<file path="src/rtl/schematic_16bit_rf_pkg.sv">
// Shared widths and word type for the 16-bit register file.
package schematic_16bit_rf_pkg;
   localparam int DATA_W   = 16;
   localparam int ADDR_W   = 3;
   localparam int NUM_REGS = 2**ADDR_W;

   typedef logic [DATA_W-1:0] word_t;
endpackage

</file>
<file path="src/rtl/schematic_16bit_rf_read_port.sv">
// One combinational read port: address mux plus optional write-to-read forwarding.
// Forwarding is compiled in with `define RF_BYPASS_EN.
module rf_read_port
   import schematic_16bit_rf_pkg::*;
#(
   parameter int DATA_W = schematic_16bit_rf_pkg::DATA_W,
   parameter int ADDR_W = schematic_16bit_rf_pkg::ADDR_W
) (
   input  logic [2**ADDR_W-1:0][DATA_W-1:0] regs,
   input  logic [ADDR_W-1:0]                rd_addr,
   input  logic                             byp_vld,
   input  logic [ADDR_W-1:0]                wr_addr,
   input  logic [DATA_W-1:0]                wr_data,
   output logic [DATA_W-1:0]                rd_data
);

`ifdef RF_BYPASS_EN
   // byp_vld already folds in WE and rst_n, so forwarding never leaks during reset
   always_comb begin
      rd_data = regs[rd_addr];
      if (byp_vld && (wr_addr == rd_addr))
         rd_data = wr_data;
   end
`else
   logic unused_byp;
   assign unused_byp = ^{byp_vld, wr_addr, wr_data};
   assign rd_data    = regs[rd_addr];
`endif

endmodule

</file>
<file path="src/rtl/schematic_16bit_rf.sv">
// 2**ADDR_W x DATA_W register file, one write port, two combinational read ports.
// Optional same-cycle forwarding is enabled with `define RF_BYPASS_EN.
module schematic_16bit_rf
   import schematic_16bit_rf_pkg::*;
#(
   parameter int DATA_W = schematic_16bit_rf_pkg::DATA_W,
   parameter int ADDR_W = schematic_16bit_rf_pkg::ADDR_W
) (
   input  logic              clk,
   input  logic              rst_n,
   input  logic              WE,
   input  logic [ADDR_W-1:0] WR_addr,
   input  logic [DATA_W-1:0] WR_data,
   input  logic [ADDR_W-1:0] RA_addr,
   input  logic [ADDR_W-1:0] RB_addr,
   output logic [DATA_W-1:0] RA_data,
   output logic [DATA_W-1:0] RB_data
);

   logic [2**ADDR_W-1:0][DATA_W-1:0] regs;
   logic                             byp_vld;

   // reset wins over a coincident write; register 0 is an ordinary register
   always_ff @(posedge clk) begin
      if (!rst_n)
         regs <= '0;
      else if (WE)
         regs[WR_addr] <= WR_data;
   end

   assign byp_vld = WE & rst_n;

   rf_read_port #(.DATA_W(DATA_W), .ADDR_W(ADDR_W)) u_port_a (
      .regs    (regs),
      .rd_addr (RA_addr),
      .byp_vld (byp_vld),
      .wr_addr (WR_addr),
      .wr_data (WR_data),
      .rd_data (RA_data)
   );

   rf_read_port #(.DATA_W(DATA_W), .ADDR_W(ADDR_W)) u_port_b (
      .regs    (regs),
      .rd_addr (RB_addr),
      .byp_vld (byp_vld),
      .wr_addr (WR_addr),
      .wr_data (WR_data),
      .rd_data (RB_data)
   );

endmodule

</file>
<file path="config.mk">
export PLATFORM = sky130hd
export DESIGN_NAME = schematic_16bit_rf
export DESIGN_NICKNAME = d
export VERILOG_FILES = /design/src/rtl/schematic_16bit_rf_pkg.sv /design/src/rtl/schematic_16bit_rf_read_port.sv /design/src/rtl/schematic_16bit_rf.sv
export SDC_FILE = /design/constraint.sdc
export NUM_CORES = 1
export LEC_CHECK = 0
export CAP_MARGIN = 40
export CORE_ASPECT_RATIO = 1.25
export CORE_UTILIZATION = 63
export DETAILED_ROUTE_END_ITERATION = 12
export GPL_TIMING_DRIVEN = 0
export HOLD_SLACK_MARGIN = 0.12
export PLACE_DENSITY = 0.82
export SYNTH_ARGS = -nofsm -noshare
export SYNTH_HDL_FRONTEND = slang
export SYNTH_HIERARCHICAL = 1
export SYNTH_SLANG_ARGS = --single-unit
</file>
<file path="constraint.sdc">
create_clock -name clk -period 4.2 [get_ports clk]
set_clock_uncertainty 0.05 [all_clocks]
set_input_delay 0.84 -clock clk [delete_from_list [all_inputs] [get_ports clk]]
set_output_delay 0.84 -clock clk [all_outputs]
set_load 0.05 [all_outputs]
</file>
# Yosys cells after proc, flatten, opt, wreduce, memory -nomap -nowiden
# Index checks and enable logic that the tools add are counted.
[classes]
magnitude_cmp = 4
mux = 7
reduce_logical = 1
[op_table]
columns = ["operator", "count"]
rows = [
  ["$bwmux W128", 1],
  ["$bmux W16 S3", 2],
  ["$demux W16 S3", 1],
  ["$mux W16", 3],
  ["$lt A3 B4 Y1 const B", 3],
  ["$ge A3 B1 Y1 const B", 1],
  ["$logic_and A1 B1 Y1", 1],
]
[totals]
reg_bits = 128
inputBits = 28
out_inout_bits = 32
elab_cells = 20

# Longest topological paths before layout
# Gate-level depths: netlist (run 1).
[logic_depth]
word_depth = 5
mapped_depth = 5
ltp_nobuf = 2

# Cells and area by module
# Netlist (run 1), hierarchy kept.
[modules_own_cells]
columns = ["module", "n_inst", "cells_each", "area_each_um2", "seq_area_each_um2"]
rows = [
  ["schematic_16bit_rf", 1, 441, 4639.4, 2562.5],
  ["rf_read_port", 2, 57, 1071.0, 0.0],
]

# Worst setup path after synthesis (run 1)
# Ideal clock, no wire load.
[synth_timing]
kind = "input-to-output"
start = "input RA_addr[0]"
end = "output RA_data[1]"
arrival_ps = 2012
required_ps = 3310
setup_slack_ps = 1298
stages = 4
path_cell_list = "buf_6 > buf_6 > mux4_1 > mux2_2"
[synth_via]
elab_chain_len = 2
[synth_rtl]
columns = ["item", "line_no", "rtl"]
rows = [
  ["from (decl)", "schematic_16bit_rf.sv:14", "input logic [ADDR_W-1:0] RA_addr,"],
  ["$bmux W16 S3", "schematic_16bit_rf_read_port.sv:27", "assign rd_data = regs[rd_addr];"],
  ["$mux W16 (not written as such)", "schematic_16bit_rf_read_port.sv:27", ""],
  ["to (decl)", "schematic_16bit_rf.sv:16", "output logic [DATA_W-1:0] RA_data,"],
]
# Every way passes these cells. The select of a mux whose other input is x is not followed.

# Worst setup path after layout (run 1)
[layout_timing]
start = "input RB_addr[2]"
end = "output RB_data[3]"
[layout_via]
elab_chain_len = 2
[layout_rtl]
columns = ["item", "line_no", "rtl"]
rows = [
  ["from (decl)", "schematic_16bit_rf.sv:15", "input logic [ADDR_W-1:0] RB_addr,"],
  ["$bmux W16 S3", "schematic_16bit_rf_read_port.sv:27", ""],
  ["$mux W16 (not written as such)", "schematic_16bit_rf_read_port.sv:27", ""],
  ["to (decl)", "schematic_16bit_rf.sv:17", "output logic [DATA_W-1:0] RB_data"],
]
# Every way passes these cells. The select of a mux whose other input is x is not followed.

==> run metrics, run 1 <==
status=finished, final reports clean; Max Cap Viol=0; hold depth=2; kind of critical path=in -> out; Switching Share=between 20% and 30%; global-route wire length before repair=28.68 mm; Port Buf Inserts=53; Clock Power Share=46.5%; Area growth syn-to-layout=18.37%; Top reg by flops=regs; CTS Hold Buffers Added=0; clk sinks=between 100 and 150; full die area=0.01118 mm²; Final Power=about 2.9 mW; Clock Latency Late Sink=0.42 ns; Worst-path clk slew=0.06 ns; detailed-route DRC error count=0; crit path DAT=3.29 ns; Root Driver=clkbuf_16; share of cells above drive strength 1=16.33%; R2R cell count=2; Hold WC Path Type=reg -> reg; GRT Resource Usage Total=35.32%; Slowest cell on crit path=clkdlybuf4s50_1; post-route cell area=0.008020 mm²; Final nets=654; Worst Path Required=3.31 ns; CTS tree=done; Max Transition Viols Final=0; Critical Path Start=RB_addr[2]; RSZ-0062 raised after global routing=no; crit path capture type=output port; max FFs per register=128; die height=117.9 µm; fin crit period=4.175 ns; LEAKAGE=3.887 nW; CTS H-tree lvls=4; Horiz. Die Dim=94.76 µm; Worst path depth=5; cell family with most CP delay=buffers and inverters; routed via count=5058; initial antenna violation count=0; final wirelength=18.77 mm; area of the core=a little over 0.01 mm²; final hold violations=0; largest net degree at the start of global routing=17; r2r startpoint=regs[56]; Flop pwr share=42.8%; row count=41; post-detail-place hpwl=12.40 mm; Int Power=2.203 mW; Power Density=367.5 mW/mm²; crit path max fanout=10; antenna cells=0; Worst Setup Slack, final=0.02488 ns; final setup violating endpoints=0; worst slew pin tran=0.8586 ns; WL per Instance=approximately 25 µm; post-route ant nets=0; final worst path period share=99.41%; Cells after Synth=554; CP max stage delay=0.70 ns; Max VDD drop=0.0002587 V; HP Start=regs[126]; Pre-antenna DRT Iters=5; Starting Density=66.04%; worst rel slew slack=42.76%; # IOs=60; initial DRC count=approximately 270; CP Launch Type=primary input; via count of the first global-routing pass=roughly 5300; Final Wtd Congestion=0.8137; Avg Synthesized Cell Area=12.23 µm²; via density per instance=approximately 6.6; cell mode on critical path=clkdlybuf4s50_1; Buffers & Inverters on Critical Path=3; fmax=0.2395 GHz; CTS Buffer Depth=2; YS warnings=6; Placement Cell Area=around 0.0075 mm²; post-synthesis cell area=slightly below 0.007 mm²; Place WS=-0.2102 ns; net load switching power=about 0.74 mW; worst path cell trace=clkdlybuf4s50_1, clkbuf_2, mux4_1, mux2_2, clkdlybuf4s50_1; Syn Nets=582; largest registers=regs x128; GR Overflow Total=0; CTS buffer count=17; logic gate share of total power=between 10% and 20%
cell usage in the layout (no fill, tap or decap), types with 3 or more instances in the layout:
master / instances
nand2_1: 144
clkbuf_2: 6
clkinv_2: 5
dfxtp_1: 128
mux2i_1: 128
buf_6: 9
buf_1: 11
mux4_1: 56
buf_2: 15
clkbuf_16: 17
clkinvlp_4: 5
mux2_2: 32
nand4b_1: 3
mux4_2: 8
clkdlybuf4s50_1: 53
clkbuf_1: 6
metal layers:
layer	up-vias	part of all wire, %	GRT usage, %	wire length, µm
met3	68	6.0	8.140	1133
met4	0	4.3	19.70	816
met1	2554	38	39.12	7089
met5	-	0	0	0
met2	228	52	60.88	9733
li1	2208	-	-	-
power by group through the flow:
stage | combinational [mW] | clock (mW) | sequential (mW)
3_3_place_gp | 0.301 | 0 | 1.28
3_5_place_dp | 0.308 | 0 | 1.29
5_1_grt | 0.325 | 1.43 | 1.26
6_report | 0.315 | 1.37 | 1.26
2_1_floorplan | 0.205 | 0 | 1.28
4_1_cts | 0.310 | 1.37 | 1.26
area by class of cell:
class | count | area (µm²)
timing repair buffer | 53 | 530.5
fill | 657 | 2240
multi-input combinational | 376 | 3915
tap | 129 | 161.4
buffer | 50 | 305.3
sequential | 128 | 2562
clock buffer | 19 | 452.9
clock inverter | 11 | 92.59
metrics by stage:
| step | setup TNS [ns] | utilization (%) | instances | hold slack, ns |
|---|---|---|---|---|
| floorplan | 0 | - | 554 | 0.3881 |
| global placement | -3.608 | 72.78 | 736 | 0.3953 |
| detailed placement | -4.448 | 72.78 | 736 | 0.4123 |
| CTS | 0 | 78.17 | 766 | 0.4211 |
| global route | 0 | 78.17 | 766 | 0.4347 |
| finish | 0 | 78.17 | 766 | 0.4216 |
tightest hold or removal path, cell delays in order, from the launching register on:
cell and delay (ns):
dfxtp_1 0.31, nand2_1 0.05, mux2i_1 0.06
final timing paths:
path / to / slack, ns
max: RB_data[3] / 0.02
min: regs[126] / 0.42
max reg2reg: regs[56] / 3.31
min reg2reg: regs[126] / 0.42
timing repair:
item / CTS / global route
gates resized for setup: 6 / 0
setup endpoints to repair: 32 / 0
buffers inserted: 0 / 0
Note: power is estimated with default switching activity, not from simulation.
==> run 2: changes to the inputs <==
HOLD_SLACK_MARGIN = 0.03   (was 0.12)
==> results of run 2 <==
The final DEF is identical to that of run 1; final timing and power are the same.
==> run 3: changes to the inputs <==
CAP_MARGIN = unset   (was 40)
CORE_UTILIZATION = 53   (was 63)
PLACE_DENSITY = 0.73   (was 0.82)
clock period = 3.7 ns   (was 4.2 ns; I/O delays follow)
==> run metrics, run 3 (same netlist as run 1, synthesis figures left out) <==
Post-Layout Cell Count=803 (+4.8%); largest net degree at the start of global routing=17 (unchanged); cell family with most CP delay=buffers and inverters; Final Wtd Congestion=0.8158 (+0.26%); RSZ-0062 raised after global routing=no; Worst-path clk slew=0.06 ns (about the same); clk sinks=128 (unchanged); R2R cell count=2 (unchanged); R2R Path End=regs[22]; # IOs=60 (unchanged); Max Transition Viols Final=0 (unchanged); largest registers=regs x128; GRT Resource Usage Total=30.10% (-5.2 points); Worst Path Required=2.91 ns (-0.40 ns); CTS H-tree lvls=4 (unchanged); Max VDD drop=0.0002686 V (+3.8%); post-route ant nets=0 (unchanged); Area growth syn-to-layout=18.91%; initial antenna violation count=0 (unchanged); worst slew pin tran=0.8771 ns (+0.01859 ns); CP Launch Type=primary input; CTS resizes=39 (+33); reg-to-reg slack, setup=2.94 ns (-0.37 ns); Hold WC Path Type=reg -> reg; Starting Density=54.95% (-11 points); routed via count=4902 (-3.1%); Final nets=654 (unchanged); CTS Hold Buffers Added=0 (unchanged); Placed Instances=771 (+4.8%); max FFs per register=128 (unchanged); GR Overflow Total=0 (unchanged); Worst path depth=5 (unchanged); area of the core=0.01233 mm² (+20%); setup repair bufs after CTS=0 (unchanged); LEAKAGE=4.054 nW (+4.3%); Port Buf Inserts=53 (unchanged); Critical Path Start=RB_addr[2]; Int Power=2.573 mW (+17%); logic gate share of total power=10.3% (-0.4 points); Pre-antenna DRT Iters=5 (unchanged); final hold violations=0 (unchanged); CP max stage delay=0.58 ns (-0.12 ns); crit path max fanout=10 (unchanged); most frequent cells in the layout=nand2_1 (144), mux2i_1 (128), dfxtp_1 (128); Util after Layout=65.34% (-13 points); kind of critical path=in -> out; post-detail-place hpwl=12.29 mm (-0.86%); via count of the first global-routing pass=5173 (-3.1%); Buffers & Inverters on Critical Path=3 (unchanged); CTS tree=done; detailed-route DRC error count=0 (unchanged); Root Driver=clkbuf_16; commonest non-fill, non-tap cell in the layout=nand2_1; CTS Buffer Depth=2 (unchanged); fmax=0.2783 GHz; Slowest cell on crit path=clkdlybuf4s50_1; Switching Share=24.51% (-0.77 points); CTS buffer count=17 (unchanged); WL per Instance=22.90 µm (-6.6%); Clock Latency Late Sink=0.42 ns (about the same); fill count=968 (+47%); HP Start=regs[19]; net load switching power=0.8352 mW (+12%); initial DRC count=230 (-15%); fin crit period=around 3.6 ns; r2r startpoint=regs[22]; global-route wire length before repair=28.32 mm (-1.3%); worst rel slew slack=41.52% (-1.2 points); full die area=0.01324 mm² (+18%); row count=45 (+9.8%); Power Density=423.0 mW/mm² (+15%); final wirelength=18.39 mm (-2.0%); Final Power=3.408 mW (+16%); final setup violating endpoints=0 (unchanged); Clock Power Share=47.8% (+1.3 points); crit path DAT=2.80 ns (-0.49 ns); status=finished, final reports clean; Flop pwr share=41.9% (-0.9 points); worst path cell trace=clkdlybuf4s50_1, clkbuf_2, mux4_1, mux2_2, dlygate4sd2_1; die height=128.4 µm (+8.9%); Max Cap Viol=0 (unchanged); Horiz. Die Dim=103.1 µm (+8.8%); final worst path period share=between 90% and 100%; crit path capture type=output port; antenna cells=0 (unchanged); via density per instance=6.105 (-7.5%); Critical Path End=RB_data[6]; share of cells above drive strength 1=16.12% (-0.21 points); Top reg by flops=regs
==> run 3: changes by cell type in the layout (fill, tap and decap cells not counted) <==
cell,change
bufinv_16,+1
clkbuf_1,+3
clkbuf_2,-1
clkbuf_4,+1
clkdlybuf4s50_1,-32
clkinv_2,-1
clkinv_4,+1
clkinvlp_4,-2
dlygate4sd2_1,+32
==> run 3: how the worst min path moves through the flow <==
stage               depth (start not counted)        to  slack (ns)
detailed placement                          2  regs[24]        0.41
global placement                            2  regs[24]        0.40
floorplan                                   2  regs[16]        0.39
CTS                                         2  regs[24]        0.42
finish                                      2  regs[19]        0.42
global route                                2  regs[97]        0.43
==> run 3: metrics by stage <==
step	TNS (ns)	hold slack, ns	area [µm²]	setup slack [ns]
finish	0	0.4180	8056	0.1074
CTS	0	0.4184	8056	0.1281
floorplan	0	0.3881	6775	0.9983
global placement	-13.91	0.3979	7511	-0.4837
detailed placement	-13.39	0.4105	7511	-0.4689
global route	0	0.4345	8056	0.07439
==> run 3: worst register-to-register path: stages, from the launching register on <==
cell     delay (ns)
dfxtp_1        0.34
nand2_1        0.08
mux2i_1        0.20
==> run 3: final cells by class <==
cell class,count,area [µm²],area share (%)
Multi-Input combinational cell,376,3915,48.59
Sequential cell,128,2562,31.81
Timing Repair Buffer,53,490.5,6.088
Clock buffer,22,464.2,5.762
Buffer,50,307.8,3.820
Tap cell,164,205.2,2.547
Clock inverter,10,111.4,1.382
==> run 3: power groups by stage <==
stage	sequential, mW	clock (mW)	combinational (mW)
3_5_place_dp	1.46	0	0.354
3_3_place_gp	1.46	0	0.349
5_1_grt	1.43	1.70	0.364
6_report	1.43	1.63	0.350
2_1_floorplan	1.45	0	0.232
4_1_cts	1.43	1.64	0.349
==> run 3: per-layer routing <==
layer,global-route usage [%],wire (µm)
met4,15.49,662
met5,0,0
met2,51.53,9325
met1,36.09,7115
met3,5.160,1285
